`config.mk`:
```
export PLATFORM = sky130hd
export DESIGN_NAME = serial_adder
export DESIGN_NICKNAME = d
export VERILOG_FILES = /design/src/rtl/serial_adder.sv
export SDC_FILE = /design/constraint.sdc
export NUM_CORES = 1
export LEC_CHECK = 0
export ABC_CLOCK_PERIOD_IN_PS = 1600
export BUFFER_PORTS_ARGS = -buffer_cell sky130_fd_sc_hd__buf_4
export CAP_MARGIN = 10
export CORE_MARGIN = 2
export CORE_UTILIZATION = 53
export CTS_CLUSTER_DIAMETER = 40
export DETAILED_ROUTE_END_ITERATION = 7
export GPL_ROUTABILITY_DRIVEN = 0
export PLACE_DENSITY = 0.78
export SLEW_MARGIN = 10
export SYNTH_ARGS = -nofsm -noshare
export SYNTH_HDL_FRONTEND = slang
export SYNTH_SLANG_ARGS = --single-unit
export TNS_END_PERCENT = 1
```
`constraint.sdc`:
```
create_clock -name clk -period 1.6 [get_ports clk]
set_input_delay 0.16 -clock clk [delete_from_list [all_inputs] [get_ports clk]]
set_output_delay 0.16 -clock clk [all_outputs]
set_load 0.01 [all_outputs]
```
`src/rtl/serial_adder.sv`:
```
// Bit-serial adder: operands are consumed LSB-first through a one-bit full adder
// built from two half adders, with valid/ready handshakes on both sides.

module half_adder (
  input  logic a,
  input  logic b,
  output logic s,
  output logic c
);
  assign s = a ^ b;
  assign c = a & b;
endmodule

module serial_adder #(
  parameter int WIDTH = 8
) (
  input  logic             clk,
  input  logic             rst,
  input  logic             in_valid,
  output logic             in_ready,
  input  logic [WIDTH-1:0] in_a,
  input  logic [WIDTH-1:0] in_b,
  output logic             out_valid,
  input  logic             out_ready,
  output logic [WIDTH:0]   out_sum,
  output logic             busy
);
  localparam int CNT_W = $clog2(WIDTH + 1);

  typedef enum logic [1:0] {
    IDLE = 2'd0,
    RUN  = 2'd1,
    DONE = 2'd2
  } state_t;

  state_t           state_q, state_d;
  logic [WIDTH-1:0] a_q, a_d;
  logic [WIDTH-1:0] b_q, b_d;
  logic [WIDTH:0]   res_q, res_d;
  logic [CNT_W-1:0] cnt_q, cnt_d;
  logic             carry_q, carry_d;

  logic ha0_s, ha0_c, ha1_s, ha1_c;
  logic fa_s, fa_c;

  half_adder u_ha0 (.a(a_q[0]), .b(b_q[0]),  .s(ha0_s), .c(ha0_c));
  half_adder u_ha1 (.a(ha0_s),  .b(carry_q), .s(ha1_s), .c(ha1_c));

  assign fa_s = ha1_s;
  assign fa_c = ha0_c | ha1_c;

  always_comb begin
    state_d = state_q;
    a_d     = a_q;
    b_d     = b_q;
    res_d   = res_q;
    cnt_d   = cnt_q;
    carry_d = carry_q;
    case (state_q)
      IDLE: begin
        if (in_valid) begin
          a_d     = in_a;
          b_d     = in_b;
          res_d   = '0;
          cnt_d   = '0;
          carry_d = 1'b0;
          state_d = RUN;
        end else begin
          state_d = IDLE;
        end
      end
      RUN: begin
        // Sum bits enter at the top so the first (LSB) bit ends up in bit 0.
        res_d[WIDTH-1:0] = (res_q[WIDTH-1:0] >> 1) | (WIDTH'(fa_s) << (WIDTH - 1));
        a_d     = a_q >> 1;
        b_d     = b_q >> 1;
        carry_d = fa_c;
        cnt_d   = cnt_q + CNT_W'(1);
        if (cnt_q == CNT_W'(WIDTH - 1)) begin
          res_d[WIDTH] = fa_c;
          state_d      = DONE;
        end else begin
          state_d = RUN;
        end
      end
      DONE: begin
        if (out_ready) begin
          state_d = IDLE;
        end else begin
          state_d = DONE;
        end
      end
      default: begin
        state_d = IDLE;
      end
    endcase
  end

  always_ff @(posedge clk) begin
    if (rst) begin
      state_q <= IDLE;
      a_q     <= '0;
      b_q     <= '0;
      res_q   <= '0;
      cnt_q   <= '0;
      carry_q <= 1'b0;
    end else begin
      state_q <= state_d;
      a_q     <= a_d;
      b_q     <= b_d;
      res_q   <= res_d;
      cnt_q   <= cnt_d;
      carry_q <= carry_d;
    end
  end

  assign in_ready  = (state_q == IDLE);
  assign out_valid = (state_q == DONE);
  assign busy      = (state_q == RUN) || (state_q == DONE);
  assign out_sum   = res_q;
endmodule
```
Yosys cells after proc, flatten, opt, wreduce, memory -nomap -nowiden

Index checks and enable logic that the tools add are counted.

Register bits: 32
Output and inout bits: 12

Eq/ne operators: 5
Reduce and logical (&&, ||, !) cells: 5
Multiplexer cells: 15
Add/subtract/negate cells: 1
Bitwise operators: 6

Operators by type and width:

| cell                                                                  | count |
|---|---|
| 8-bit one-hot mux with 2 select lines                                 | 2 |
| 9-bit one-hot mux with 2 select lines                                 | 1 |
| 8-bit 2-to-1 mux                                                      | 2 |
| 9-bit 2-to-1 mux                                                      | 1 |
| 7-bit by 8-bit bitwise OR with 8-bit output                           | 1 |
| 4-bit one-hot mux with 2 select lines                                 | 1 |
| 2-bit one-hot mux with 3 select lines                                 | 1 |
| 4-bit by 1-bit adder with 4-bit output, second input constant         | 1 |
| 4-bit by 3-bit equality test with 1-bit output, second input constant | 1 |
| 2-bit 2-to-1 mux                                                      | 2 |
| 4-bit 2-to-1 mux                                                      | 1 |
| 2-bit inequality test, second input constant                          | 2 |
| 1-bit 2-to-1 mux                                                      | 3 |
| 3-bit AND reduction                                                   | 1 |
| 1-bit AND                                                             | 2 |
| 2-bit by 1-bit equality test with 1-bit output, second input constant | 1 |
| 2-bit equality test, second input constant                            | 1 |
| 2-bit zero test                                                       | 1 |
| 1-bit one-hot mux with 2 select lines                                 | 1 |
| 2-bit AND reduction                                                   | 1 |
| 2-bit nonzero test                                                    | 1 |
| 1-bit bitwise XOR                                                     | 2 |
| 1-bit logical OR                                                      | 1 |
| 1-bit bitwise OR                                                      | 1 |

Logic depth before layout (Yosys ltp)

Word-level depth: 5
Depth in mapped cells: 7

By module

A second synthesis with hierarchy kept.

Cells, all modules: 159
Area total of the unflattened synthesis: 1567.8 um^2

Modules (own cells, without submodules):

| module       | seq. area each (um^2) | times used | cells an instance | area each (um^2) |
|---|---|---|---|---|
| serial_adder | 640.6                 | 1          | 157               | 1542.7 |
| half_adder   | 0.0                   | 2          | 1                 | 12.5 |

Least setup slack after synthesis

OpenSTA, ideal clock, no wires.

Path kind: register to register
Start point: register state_q[0]
End point: register res_q[1], in the netlist out_sum[1]
Data required time: 1.528 ns
Path buffers: 1
Clock period less this slack: 1.493 ns
Cell stages (with the launch flop): 7
Setup time: 0.072 ns
Arrival time: 1.422 ns
Slack: 0.107 ns
Cells stage by stage: dfxtp_1 > inv_1 > ha_1 > mux2i_2 > buf_4 > nand2_1 > a21oi_1

Word-level cells in the longest chain between the ends: 3
Elaborated cells on any way between the ends: 6
Those cells by class: 2 x eq/ne; 1 x mux; 3 x reduce/logical

Ends and longest elaborated chain:

| item                                                                         | RTL line | source |
|---|---|---|
| start, declared                                                              | 36       | `state_t state_q, state_d;` |
| start signal, assigned                                                       | 108      | `state_q <= state_d;` |
| 2-bit zero test (*)                                                          | -        |  |
| named net in_ready                                                           | 20       | `output logic in_ready,` |
| 2-bit inequality test (no line) / 2-bit nonzero test (equally long branches) | -        |  |
| 2-bit AND reduction (no line)                                                | -        |  |
| end signal, assigned                                                         | 111      | `res_q <= res_d;` |
| end, declared                                                                | 39       | `logic [WIDTH:0] res_q, res_d;` |

The timed path passes the listed nets; every way through them passes the cells marked *.
A chain may end at the register's enable or synchronous reset.

Final worst setup path

Start point: register state_q[1]
End point: register b_q[4]

Word-level cells in the longest chain between the ends: 3
Elaborated cells on any way between the ends: 6
Those cells by class: 2 x eq/ne; 1 x mux; 3 x reduce/logical

Ends and longest elaborated chain:

| item                                                                                     | RTL line | source |
|---|---|---|
| 2-bit by 1-bit equality test with 1-bit output / 2-bit zero test (equally long branches) | 59       | `case (state_q)` |
| 2-bit nonzero test (no line) / 2-bit inequality test (equally long branches)             | -        |  |
| 2-bit AND reduction (no line)                                                            | -        |  |
| end signal, assigned                                                                     | 103      | `b_q <= '0;` |
| end signal, assigned                                                                     | 110      | `b_q <= b_d;` |
| end, declared                                                                            | 38       | `logic [WIDTH-1:0] b_q, b_d;` |

Parallel ways exist; a longest one is shown, timed or not.

==> results.cfg <==
[hold_path]
hold_path.class = in2reg

[timing]
setup_viol = 0
rsz0062_at_grt = true
worst_pin_slew_ns = 0.407
timing.final.crit_share_pct = 95.3
clock.fmax_ghz = 0.656
finalHoldWorstSlack_ns = 0.0576
slew_viol_final = 0
hold_viol_final = 0
slew_headroom_pct = 72.9
period_needed_ns = 1.52
fin_skew_ns = 0.00975

[worst_setup_path]
cp-endpoint = b_q[4]
worstSetupPathType = reg2reg
worstSetupStartpoint = state_q[1]
crit_arrival_ns = 1.78
worstPathRequired_ns = 1.86
timing.rr.end = b_q[4]
crit_path_end_kind = flop
start_kind = flop
r2r_start = state_q[1]
r2r_cells = 4
rrSetupSlack_ns = 0.08
path_max_fanout = 20

[yosys]
synth.top_cell.area_share_pct = 42.2
synth-main-ff-cell = dfxtp_1
synth-seq-cells = 32
yosys-top-cells-count = dfxtp_1 (32), nor2_1 (16), a21oi_1 (14), mux2i_1 (14)
synth_edf_count = 0
avgSynthCellArea_um2 = 9.66
synth_area_leaders = dfxtp_1 (42%), a211oi_2 (11%), mux2i_1 (9.2%)
syn_inst = 157
async_reset_ff_share_pct = 0
yosysMostFrequentCell = dfxtp_1
syn-cell-area_mm2 = 0.00152
synthDistinctLibCells = 29
ys_seq_area_share_pct = 42.2
syn-num-nets = 183
synth_top_area_cell = dfxtp_1
ys_warn_count = 0

[grt]
first_global_vias = 1257
grt_first_pass_wirelength_mm = 5.57
antenna_found_initial = 0
grt_overflow = 0
grt_max_degree = 34
grt_usage_pct = 21.9

[clock_tree]
htreeDepth = 2
clk_latency_ns = 0.34
path_clk_slew_ns = 0.11
holdBufCountCts = 0
tritoncts = done
cts_setup_buffers = 0
clk_path_buf_depth = 2
cts.sinks = 32
numCtsBuffers = 5
clock-root-buffer = clkbuf_4

[finish]
drive_gt1_share_pct = 32.6
fin_area_mm2 = 0.00186
fin_nets = 215
antenna_cells = 0
final_core_util_pct = 67.9
synthToLayoutAreaGrowth_pct = 22.4

[power]
ir_worst_vdd_mv = 0.631
p_leak_nw = 0.747
power-per-cell-area_mw_per_mm2 = 907

[floorplan]
ios = 32
dieArea_mm2 = 0.00331
num_rows = 19
dieWidth_um = 57.5
initial_core_util_pct = 55.5
die_y_um = 57.5
core_area_mm2 = 0.00273

[run_status]
outcome = complete, no violations

[route]
ant_nets = 0
firstDrtPassIters = 4
vias = 1240
drc = 0
drt_iter0_drc = 46
wl_mm = 3.28
avgRoutedWirePerCell_um = 14.8
routed_via_density = 5.61

[placed_design]
dp_hpwl_mm = 2.09
io_buffers = 31
placed_cell_area_mm2 = 0.00176

[job]
cap_violations = 0
-- cells by family (layout without fill, tap and decap cells) --
group | count (synthesis) | in the layout | share of synthesized area [%]
AO/OA/AOI/OAI | 34 | 34 | 18.6
adder cells (fa/ha/maj) | 6 | 6 | 5.45
buffers and inverters | 14 | 46 | 4.95
flip-flops | 32 | 32 | 42.2
multiplexers | 16 | 17 | 11.1
AND/OR/NAND/NOR | 55 | 55 | 17.6
-- worst min-delay path by stage --
stage	from	cells after the start	slack [ns]	endpoint
2_1_floorplan	rst	1	0.23	b_q[4]
3_3_place_gp	in_b[7]	3	0.40	b_q[7]
3_5_place_dp	in_a[7]	3	0.41	a_q[7]
4_1_cts	in_a[7]	3	0.05	a_q[7]
5_1_grt	in_a[7]	3	0.07	a_q[7]
6_report	in_a[7]	3	0.06	a_q[7]
-- through the flow --
stage / std cells / TNS (ns) / power [W] / setup slack (ns)
floorplan: 157 / 0 / 0.00110 / 0.107
global placement: 212 / 0 / 0.00116 / 0.0665
detailed placement: 212 / -0.161 / 0.00118 / -0.0555
CTS: 221 / 0 / 0.00168 / 0.0182
global route: 221 / -0.0565 / 0.00175 / -0.0294
finish: 221 / 0 / 0.00168 / 0.0751
-- layer usage --
metal	global-route usage (%)	wire length, um	vias up
met5	0	0	-
li1	-	-	620
met4	9.30	69	0
met3	7.03	165	8
met2	36.4	1620	30
met1	26.0	1420	582
-- cell type report --
cell class	count	area [um^2]
sequential	32	641
timing repair buffer	36	278
fill	223	878
tap	31	38.8
inverter	2	7.51
clock inverter	2	10.0
multi-input combinational	112	830
clock buffer	6	51.3
-- where the power goes --
group	switching [W]	internal, W	total [W]
combinational	0.000172	0.000146	0.000317
sequential	0.0000259	0.000841	0.000867
clock	0.000290	0.000209	0.000499
-- flip-flops by register name, summed over array words and instances, names as in the netlist --
name and count:
cnt_q 4, state_q 2, out_sum 9, carry_q 1, a_q 8, b_q 8
-- cell usage in the layout (no fill, tap or decap), types with 5 or more instances in the layout --
| cell type | count |
|---|---|
| dfxtp_1 | 32 |
| mux2i_1 | 14 |
| nor2_1 | 16 |
| a21oi_1 | 14 |
| nand2_1 | 13 |
| a211oi_2 | 13 |
| nand3_1 | 11 |
| buf_4 | 34 |
| clkbuf_4 | 5 |
-- timing repair --
item                                    in CTS  in global routing
endpoints found under the setup margin      19                 15
gates cloned                                 1                  0
endpoints found under the hold margin        0                  0
resized for setup                            2                  4
-- critical path: stages (launching register included) --
cell,delay [ns]
dfxtp_1,0.35
inv_1,0.09
ha_2,0.30
mux2_4,0.46
a211oi_1,0.24
Power figures use the tool's default switching activity.
